$ cat src/rtl/store_write_buffer.sv
// Post-commit store write buffer: accepts retiring stores from the SQ head, drains them
// one at a time to the 64-bit memory bus, and offers word forwarding to probing loads.
module store_write_buffer #(
   parameter int WB_DEPTH = 4,
   parameter int XLEN     = 32
) (
   input  logic                        clock,
   input  logic                        reset,
   input  logic                        retireen,
   input  logic                        storeing,
   input  logic [XLEN-1:0]             wrdata,
   input  logic [XLEN-1:0]             wraddress,
   input  logic [2:0]                  wrmemsize,
   output logic                        storecomplete,
   input  logic                        ld_lookup_en,
   input  logic [XLEN-1:0]             ld_addr,
   output logic                        wb_fwd_hit,
   output logic [XLEN-1:0]             wb_fwd_data,
   output logic                        wb_fwd_conflict,
   output logic [1:0]                  proc2mem_command,
   output logic [XLEN-1:0]             proc2mem_addr,
   output logic [63:0]                 proc2mem_data,
   output logic [7:0]                  proc2mem_bmask,
   input  logic                        mem_accept,
   input  logic                        mem_done,
   output logic [$clog2(WB_DEPTH):0]   wb_count,
   output logic                        wb_empty
);
   localparam int PW = $clog2(WB_DEPTH);
   localparam int CW = PW + 1;

   typedef enum logic [1:0] {S_IDLE, S_REQ, S_WAIT} state_t;

   state_t          r_state, w_state_next;
   logic [XLEN-1:0] r_addr [WB_DEPTH];
   logic [XLEN-1:0] r_data [WB_DEPTH];
   logic [1:0]      r_size [WB_DEPTH];
   logic [PW-1:0]   r_head, r_tail;
   logic [CW-1:0]   r_count, w_count_next;
   logic            w_push, w_pop;
   logic            w_unused;

   // Size bit 2 carries no meaning for this buffer.
   assign w_unused = wrmemsize[2];

   // Acceptance looks only at the registered count, so a full buffer never bypasses a pop.
   assign w_push       = (retireen | storeing) && (r_count < CW'(WB_DEPTH));
   assign w_pop        = (r_state == S_WAIT) && mem_done;
   assign w_count_next = r_count + CW'(w_push) - CW'(w_pop);

   assign storecomplete = w_push;
   assign wb_count      = r_count;
   assign wb_empty      = (r_count == '0);

   always_ff @(posedge clock) begin
      if (w_push) begin
         r_addr[r_tail] <= wraddress;
         r_data[r_tail] <= wrdata;
         r_size[r_tail] <= wrmemsize[1:0];
      end
   end

   always_ff @(posedge clock) begin
      if (reset) begin
         r_state <= S_IDLE;
         r_head  <= '0;
         r_tail  <= '0;
         r_count <= '0;
      end else begin
         r_state <= w_state_next;
         r_count <= w_count_next;
         if (w_push) r_tail <= r_tail + 1'b1;
         if (w_pop)  r_head <= r_head + 1'b1;
      end
   end

   always_comb begin
      w_state_next = r_state;
      case (r_state)
         S_IDLE: if (r_count != '0) w_state_next = S_REQ;
         S_REQ:  if (mem_accept)    w_state_next = S_WAIT;
         S_WAIT: if (mem_done)      w_state_next = (w_count_next != '0) ? S_REQ : S_IDLE;
         default: w_state_next = S_IDLE;
      endcase
   end

   // Head entry formatted into its byte lane of the 64-bit bus word.
   logic [XLEN-1:0] w_head_addr, w_head_masked;
   logic [2:0]      w_head_off;
   logic [7:0]      w_head_base;

   assign w_head_addr = r_addr[r_head];
   assign w_head_off  = w_head_addr[2:0];

   always_comb begin
      w_head_masked = r_data[r_head];
      w_head_base   = 8'h0F;
      case (r_size[r_head])
         2'd0: begin
            w_head_masked = {{(XLEN-8){1'b0}}, r_data[r_head][7:0]};
            w_head_base   = 8'h01;
         end
         2'd1: begin
            w_head_masked = {{(XLEN-16){1'b0}}, r_data[r_head][15:0]};
            w_head_base   = 8'h03;
         end
         default: ;
      endcase
   end

   always_comb begin
      proc2mem_command = 2'b00;
      proc2mem_addr    = '0;
      proc2mem_data    = '0;
      proc2mem_bmask   = '0;
      if (r_state == S_REQ) begin
         proc2mem_command = 2'b10;
         proc2mem_addr    = {w_head_addr[XLEN-1:3], 3'b000};
         proc2mem_data    = 64'(w_head_masked) << {w_head_off, 3'b000};
         proc2mem_bmask   = w_head_base << w_head_off;
      end
   end

   // Per age position (0 = oldest): physical slot and word-address match.
   logic [PW-1:0] w_slot  [WB_DEPTH];
   logic          w_match [WB_DEPTH];
   logic          w_exact [WB_DEPTH];

   generate
      for (genvar gi = 0; gi < WB_DEPTH; gi++) begin : g_probe
         assign w_slot[gi]  = r_head + PW'(gi);
         assign w_match[gi] = (CW'(gi) < r_count) &&
                              (r_addr[w_slot[gi]][XLEN-1:2] == ld_addr[XLEN-1:2]);
         assign w_exact[gi] = r_size[w_slot[gi]][1] && (r_addr[w_slot[gi]] == ld_addr);
      end
   endgenerate

   // Scanning oldest to youngest lets the youngest overlapping entry have the last word.
   always_comb begin
      wb_fwd_hit      = 1'b0;
      wb_fwd_conflict = 1'b0;
      wb_fwd_data     = '0;
      if (ld_lookup_en) begin
         for (int i = 0; i < WB_DEPTH; i++) begin
            if (w_match[i]) begin
               wb_fwd_hit      = w_exact[i];
               wb_fwd_conflict = !w_exact[i];
               wb_fwd_data     = w_exact[i] ? r_data[w_slot[i]] : '0;
            end
         end
      end
   end
endmodule

$ cat config.mk
export PLATFORM = sky130hd
export DESIGN_NAME = store_write_buffer
export DESIGN_NICKNAME = d
export VERILOG_FILES = /design/src/rtl/store_write_buffer.sv
export SDC_FILE = /design/constraint.sdc
export NUM_CORES = 1
export LEC_CHECK = 0
export BUFFER_PORTS_ARGS = -buffer_cell sky130_fd_sc_hd__clkbuf_2
export CORE_UTILIZATION = 26
export CTS_CLUSTER_SIZE = 10
export DETAILED_ROUTE_END_ITERATION = 6
export SYNTH_ARGS = -nofsm -noshare
export SYNTH_HDL_FRONTEND = slang
export SYNTH_SLANG_ARGS = --single-unit
$ cat constraint.sdc
create_clock -name clock -period 4.3 [get_ports clock]
set_input_delay 0.86 -clock clock [delete_from_list [all_inputs] [get_ports clock]]
set_output_delay 0.86 -clock clock [all_outputs]
set_load 0.01 [all_outputs]
## Word level (Yosys, flattened, before mapping)

Memory sizes are Yosys's and may differ from the RTL's. A register that Yosys moved wholly into a read port is not among the register bits.
Index checks and enable logic that the tools add are counted.

- RAM bits: 264
- Memories: 3
- Output and inout bits: 145
- Bits in registers: 9
- Bits of input ports: 106
- Word-level logic and storage cells: 93

Memories:

| memory | depth | bits a word | rd ports | clocked after Yosys merged registers in | write ports | line | text |
|---|---|---|---|---|---|---|---|
| r_addr | 4 | 32 | 4 | 1 | 1 | 35 | `logic [XLEN-1:0] r_addr [WB_DEPTH];` |
| r_data | 4 | 32 | 4 | 1 | 1 | 36 | `logic [XLEN-1:0] r_data [WB_DEPTH];` |
| r_size | 4 | 2 | 4 | 1 | 1 | 37 | `logic [1:0] r_size [WB_DEPTH];` |

- Bitwise logic cells: 1
- Magnitude comparators: 5
- Shifts and indexed selects: 2
- Reductions and logical operators: 20
- Eq/ne operators: 14
- Add/subtract/negate cells: 6
- Mux-type cells: 38

Operator list:

| kind | number |
|---|---|
| $mux W32 | 10 |
| $eq A32 B32 Y1 | 4 |
| $eq A30 B30 Y1 | 4 |
| $mux W64 | 1 |
| $pmux W32 S2 | 1 |
| $shl A32 B6 Y64 | 1 |
| $mux W2 | 10 |
| $mux W1 | 13 |
| $logic_and A1 B1 Y1 | 10 |
| $mux W8 | 1 |
| $pmux W4 S2 | 1 |
| $shl A8 B3 Y8 | 1 |
| $lt A1 B3 Y1 const A | 2 |
| $lt A2 B3 Y1 const A | 2 |
| $ne A2 B2 Y1 const B | 3 |
| $pmux W2 S3 | 1 |
| $reduce_bool A3 Y1 | 2 |
| $add A2 B1 Y2 const B | 2 |
| $add A2 B2 Y2 const B | 2 |
| $eq A2 B1 Y1 const B | 2 |
| $logic_not A1 Y1 | 4 |
| $logic_not A2 Y1 | 2 |
| $add A3 B1 Y3 | 1 |
| $logic_not A3 Y1 | 1 |
| other kinds (5) | 5 |

## Depth between registers and ports, before layout

An unclocked memory read counts as a cell.

- Depth in word-level cells: 9
- Depth in mapped cells: 15

## Least setup slack after synthesis

Ideal clock, no wire load.

- Kind: input-to-output
- Start point: input port ld_addr[8]
- End point: output port wb_fwd_data[10]
- Required time: 3.440 ns
- Buffers on the path: 2
- Setup slack: 0.417 ns
- Arrival time: 3.023 ns
- Cell stages on the path: 10
- Cells stage by stage: clkbuf_1 o22ai_1 a2111oi_0 o211ai_1 nor4_2 and3_2 nand2_2 buf_4 o32a_1 a31oi_1

- Word-level cells in the longest chain between the ends: 8
- Elaborated cells between the ends (all ways): 25

Ends and longest elaborated chain:

| item | line | text |
|---|---|---|
| start: declaration | 16 | `input logic [XLEN-1:0] ld_addr,` |
| $eq A32 B32 Y1 | 134 | `assign w_exact[gi] = r_size[w_slot[gi]][1] && (r_addr[w_slot[gi]] == ld_addr);` |
| $logic_and A1 B1 Y1 | 134 |  |
| $mux W32 | 148 | `wb_fwd_data = w_exact[i] ? r_data[w_slot[i]] : '0;` |
| $mux W32 (3 in a row) | 145 | `if (w_match[i]) begin` |
| $mux W32 * | 145 |  |
| $mux W32 * | 143 | `if (ld_lookup_en) begin` |
| end: declaration | 18 | `output logic [XLEN-1:0] wb_fwd_data,` |

Mark *: on every way between the ends. The rest lies on a longest branch, timed or not.

==> report_table.html <==
<table>
<tr><th>Metric</th><th>Value</th></tr>
<tr><th colspan="2">Clock tree</th></tr>
<tr><td>Worst-Skew Late Latency</td><td>0.56 ns</td></tr>
<tr><td>Clock tree root buffer cell</td><td>sky130_fd_sc_hd__clkbuf_16</td></tr>
<tr><td>Clock input transition at the sequential cells of the worst setup and hold paths</td><td>0.06 ns</td></tr>
<tr><td>Number of buffers inserted for hold repair after clock tree synthesis</td><td>0</td></tr>
<tr><td>Total clock buffers created by CTS</td><td>35</td></tr>
<tr><td>TritonCTS clock tree</td><td>yes</td></tr>
<tr><td>CTS H-tree depth</td><td>2</td></tr>
<tr><td>TritonCTS sink count</td><td>275</td></tr>
<tr><td>Bufs on Longest Clock Path</td><td>3</td></tr>
<tr><th colspan="2">Run status</th></tr>
<tr><td>Run status</td><td>finished, violations left</td></tr>
<tr><td>Failing checks</td><td>setup timing</td></tr>
<tr><th colspan="2">Power</th></tr>
<tr><td>Largest voltage drop on the vdd net</td><td>0.000286 V</td></tr>
<tr><td>Internal power component</td><td>6.73 mW</td></tr>
<tr><td>Power consumption</td><td>10.7 mW</td></tr>
<tr><td>Total net switching power</td><td>3.96 mW</td></tr>
<tr><td>Relative contribution of the clock network to total power</td><td>25.4%</td></tr>
<tr><td>Switching Share</td><td>37.0%</td></tr>
<tr><td>Comb pwr share</td><td>38.8%</td></tr>
<tr><td>Power share of the sequential group</td><td>35.8%</td></tr>
<tr><td>Lkg Pwr</td><td>8.50 nW</td></tr>
<tr><td>Power Density</td><td>433 mW/mm2</td></tr>
<tr><th colspan="2">Routing</th></tr>
<tr><td>Average detailed-routed wire length per instance</td><td>24.3 um</td></tr>
<tr><td>Post-route DRC violation count</td><td>0</td></tr>
<tr><td>Count of TritonRoute iterations in the first routing pass</td><td>5</td></tr>
<tr><td>Post-route antenna net violation count</td><td>0</td></tr>
<tr><td>Post-DR vias/cell</td><td>5.39</td></tr>
<tr><td>Total number of vias</td><td>15900</td></tr>
<tr><td>Routed wire length</td><td>71.8 mm</td></tr>
<tr><td>Violation count after the first detailed-routing iteration</td><td>1625</td></tr>
<tr><th colspan="2">GRT</th></tr>
<tr><td>Overflow after GRT</td><td>0</td></tr>
<tr><td>Tot GR Track Use</td><td>18.7%</td></tr>
<tr><td>Number of global-route vias before repair</td><td>16000</td></tr>
<tr><td>First-pass GRT wire length</td><td>105 mm</td></tr>
<tr><td>Largest net degree at the start of global routing</td><td>92</td></tr>
<tr><td>Number of antenna violations at the first check in global routing</td><td>17</td></tr>
<tr><th colspan="2">Job</th></tr>
<tr><td>Max-cap violation count</td><td>0</td></tr>
<tr><th colspan="2">Yosys</th></tr>
<tr><td>Ys flop type</td><td>sky130_fd_sc_hd__edfxtp_1</td></tr>
<tr><td>Mux share of post-synthesis cell area</td><td>25.8%</td></tr>
<tr><td>Largest family of logic cells by synthesized area</td><td>multiplexers</td></tr>
<tr><td>Asr flop ratio synth</td><td>0%</td></tr>
<tr><td>List of most frequent post-synthesis cells</td><td>264 x sky130_fd_sc_hd__edfxtp_1, 151 x sky130_fd_sc_hd__nor2_1, 142 x sky130_fd_sc_hd__mux4_2</td></tr>
<tr><td>Adder-cell share of the synthesized area</td><td>0.630%</td></tr>
<tr><td>Leading post-synthesis cells by cell area</td><td>sky130_fd_sc_hd__edfxtp_1 42%, sky130_fd_sc_hd__mux4_2 17%, sky130_fd_sc_hd__mux2i_1 6.7%</td></tr>
<tr><td>Yosys warning total</td><td>0</td></tr>
<tr><td>Number of synthesized flops with an enable pin</td><td>264</td></tr>
<tr><td>Post-synthesis area per instance</td><td>11.8 um2</td></tr>
<tr><td>Post-Syn Instances</td><td>1615</td></tr>
<tr><td>Synthesized-area fraction occupied by xor and xnor cells</td><td>5.70%</td></tr>
<tr><td>Area share of the largest cell type after synthesis</td><td>41.6%</td></tr>
<tr><td>Most area-hungry cell type in the Yosys netlist</td><td>sky130_fd_sc_hd__edfxtp_1</td></tr>
<tr><td>Synthesized-area fraction occupied by ao, oa, aoi and oai cells</td><td>11.3%</td></tr>
<tr><td>Post-Synth Simple-Gate Area</td><td>9.05%</td></tr>
<tr><td>Share of the yosys chip area belonging to registers</td><td>42.7%</td></tr>
<tr><td>Top-count cell post-synth</td><td>sky130_fd_sc_hd__edfxtp_1</td></tr>
<tr><td>Synthesized flop and latch total</td><td>275</td></tr>
<tr><td>Netlist area before placement</td><td>0.0191 mm2</td></tr>
<tr><td>Distinct cells, synth</td><td>62</td></tr>
<tr><th colspan="2">Floorplan</th></tr>
<tr><td>Horizontal extent of the die</td><td>273 um</td></tr>
<tr><td>Core Area</td><td>0.0720 mm2</td></tr>
<tr><td>Effective utilization at floorplan</td><td>26.5%</td></tr>
<tr><td>Area of the die</td><td>0.0744 mm2</td></tr>
<tr><td>Chip height</td><td>273 um</td></tr>
<tr><td>Total number of placement rows</td><td>98</td></tr>
<tr><td>Count of boundary I/O pins</td><td>251</td></tr>
<tr><th colspan="2">STA</th></tr>
<tr><td>RSZ-0062 raised after global routing</td><td>true</td></tr>
<tr><td>Peak clock frequency supported by timing</td><td>0.204 GHz</td></tr>
<tr><td>Sum Neg Setup Slack</td><td>-18.66 ns</td></tr>
<tr><td>Final period util</td><td>114%</td></tr>
<tr><td>Worst Hold Slack</td><td>0.515 ns</td></tr>
<tr><td>Worst setup slack after layout</td><td>-0.604 ns</td></tr>
<tr><td>Time the worst path needs with I/O delays and setup</td><td>4.90 ns</td></tr>
<tr><td>Final count of hold timing violations</td><td>0</td></tr>
<tr><td>Worst Tran Pin Value</td><td>0.954 ns</td></tr>
<tr><td>Relative slew margins</td><td>36.4%</td></tr>
<tr><td>Final-report max-slew violation count</td><td>0</td></tr>
<tr><td>Final number of setup-violating endpoints</td><td>34</td></tr>
<tr><td>Clock Skews</td><td>0.0327 ns</td></tr>
<tr><th colspan="2">Placement</th></tr>
<tr><td>Setup slack at placement</td><td>-0.408 ns</td></tr>
<tr><td>Placement Cell Area</td><td>0.0225 mm2</td></tr>
<tr><td>Routability congestion estimate</td><td>0.899</td></tr>
<tr><td>Count of port buffers added during placement</td><td>245</td></tr>
<tr><td>Placed cell count</td><td>2864</td></tr>
<tr><td>Final HPWL DP</td><td>51.3 mm</td></tr>
<tr><th colspan="2">Worst setup path</th></tr>
<tr><td>Critical path data arrival time</td><td>4.04 ns</td></tr>
<tr><td>Cell repeated most along the worst path</td><td>sky130_fd_sc_hd__buf_4</td></tr>
<tr><td>Startpoint class of the critical path</td><td>flop</td></tr>
<tr><td>Largest stage delay on the critical path</td><td>0.54 ns</td></tr>
<tr><td>Worst-path maximum fanout</td><td>7</td></tr>
<tr><td>Crit path max-delay family</td><td>buffers and inverters</td></tr>
<tr><td>Class of the most critical setup path</td><td>reg -&gt; out</td></tr>
<tr><td>CP required</td><td>3.44 ns</td></tr>
<tr><td>Cell type of the slowest stage on the worst timing path</td><td>sky130_fd_sc_hd__mux4_2</td></tr>
<tr><td>Sort of element at the end of the critical path</td><td>output port</td></tr>
<tr><td>Worst-path cell chain</td><td>buf_6 &gt; mux4_2 &gt; xor2_1 &gt; a2111o_1 &gt; nor4_2 &gt; buf_4 &gt; nand4_1 &gt; buf_4 &gt; nor3_4 &gt; buf_12 &gt; buf_16 &gt; o21ai_1 &gt; a31oi_2 &gt; buf_2</td></tr>
<tr><td>Buf+Inv Stages, Crit Path</td><td>6</td></tr>
<tr><th colspan="2">Layout</th></tr>
<tr><td>Area added between synthesis and finish</td><td>29.5%</td></tr>
<tr><td>Final layout net count</td><td>2094</td></tr>
<tr><td># fillers</td><td>7090</td></tr>
<tr><td>Final cell count without fillers</td><td>2958</td></tr>
<tr><td>Share of post-route cells with drive strength above 1</td><td>39.2%</td></tr>
<tr><td>Final core occ</td><td>34.3%</td></tr>
<tr><td>Final design instance area without fill</td><td>0.0247 mm2</td></tr>
<tr><th colspan="2">Min path</th></tr>
<tr><td>Worst hold-check path type</td><td>in -&gt; reg</td></tr>
</table>
==> path summary, 6_finish.rpt <==
kind         cells after the start                       to  slack (ns)              startpoint
max                             14               wb_fwd_hit       -0.60                    flop
min                              1   r_data[0][6]$_DFFE_PP_        0.52               wrdata[6]
max reg2reg                     10  r_state[0]$_SDFFE_PP0P_        1.85  wb_count[2]$_SDFF_PP0_
min reg2reg                      2   r_tail[1]$_SDFFE_PP0P_        0.57  r_tail[1]$_SDFFE_PP0P_
==> cell usage in the layout, fill, tap and decap left out, drive strengths merged, types with 38 or more instances in the layout <==
| cell type | synthesis | layout |
|---|---|---|
| a21oi | 66 | 66 |
| a211oi | 44 | 44 |
| mux2 | 38 | 38 |
| xnor2 | 92 | 92 |
| nor2 | 151 | 151 |
| o21ai | 78 | 78 |
| nand2 | 61 | 61 |
| mux2i | 129 | 129 |
| nand3 | 51 | 51 |
| edfxtp | 264 | 264 |
| clkbuf | 87 | 263 |
| mux4 | 142 | 142 |
| inv | 45 | 46 |
| buf | 69 | 261 |
==> layer usage <==
layer	vias up	global-route usage [%]	part of all wire, %
li1	7011	-	-
met1	8098	24.1	41
met2	658	31.0	48
met3	159	3.22	6.6
met4	12	7.61	3.6
met5	-	0	0.11
==> power by group through the flow <==
stage | Combinational [mW] | Clock, mW | Sequential, mW
6_report | 4.14 | 2.72 | 3.83
3_3_place_gp | 3.95 | 0 | 3.81
3_5_place_dp | 3.98 | 0 | 3.87
2_1_floorplan | 2.38 | 0 | 3.79
5_1_grt | 4.42 | 2.88 | 3.88
4_1_cts | 4.10 | 2.78 | 3.81
==> state kept, by name, summed over array words and instances (netlist names), named ones only <==
name and flops:
r_state 2, wb_count 3, r_data 128, r_size 8, r_tail 2, r_head 2
r_addr 128
==> final cells by class <==
class | instances | area, um2 | share of cell area [%]
inverters | 45 | 169 | 0.684
repair buffers | 480 | 3540 | 14.3
multi-input cells | 1142 | 10600 | 42.8
clock buffers | 45 | 913 | 3.70
diodes | 12 | 30.0 | 0.122
flip-flops and latches | 275 | 8160 | 33.1
well taps | 950 | 1190 | 4.81
clock inverters | 9 | 114 | 0.461
==> cells by family (layout without fill, tap and decap cells) <==
group,Yosys count,in the layout
buffers and inverters,201,579
and+or+nand+nor,369,369
DFF,275,275
muxes,309,309
adders and majority gates,9,9
other,1,16
AOI/OAI and AO/OA,327,327
xor gates and xnor gates,124,124
==> timing repair <==
| item | CTS | global route |
|---|---|---|
| cloned | 4 | 2 |
| setup buffers | 18 | 4 |
| pin swaps | 37 | 21 |
| gates resized for setup | 93 | 69 |
| setup endpoints to repair | 94 | 61 |
No activity file was read; power rests on OpenSTA's default activity.
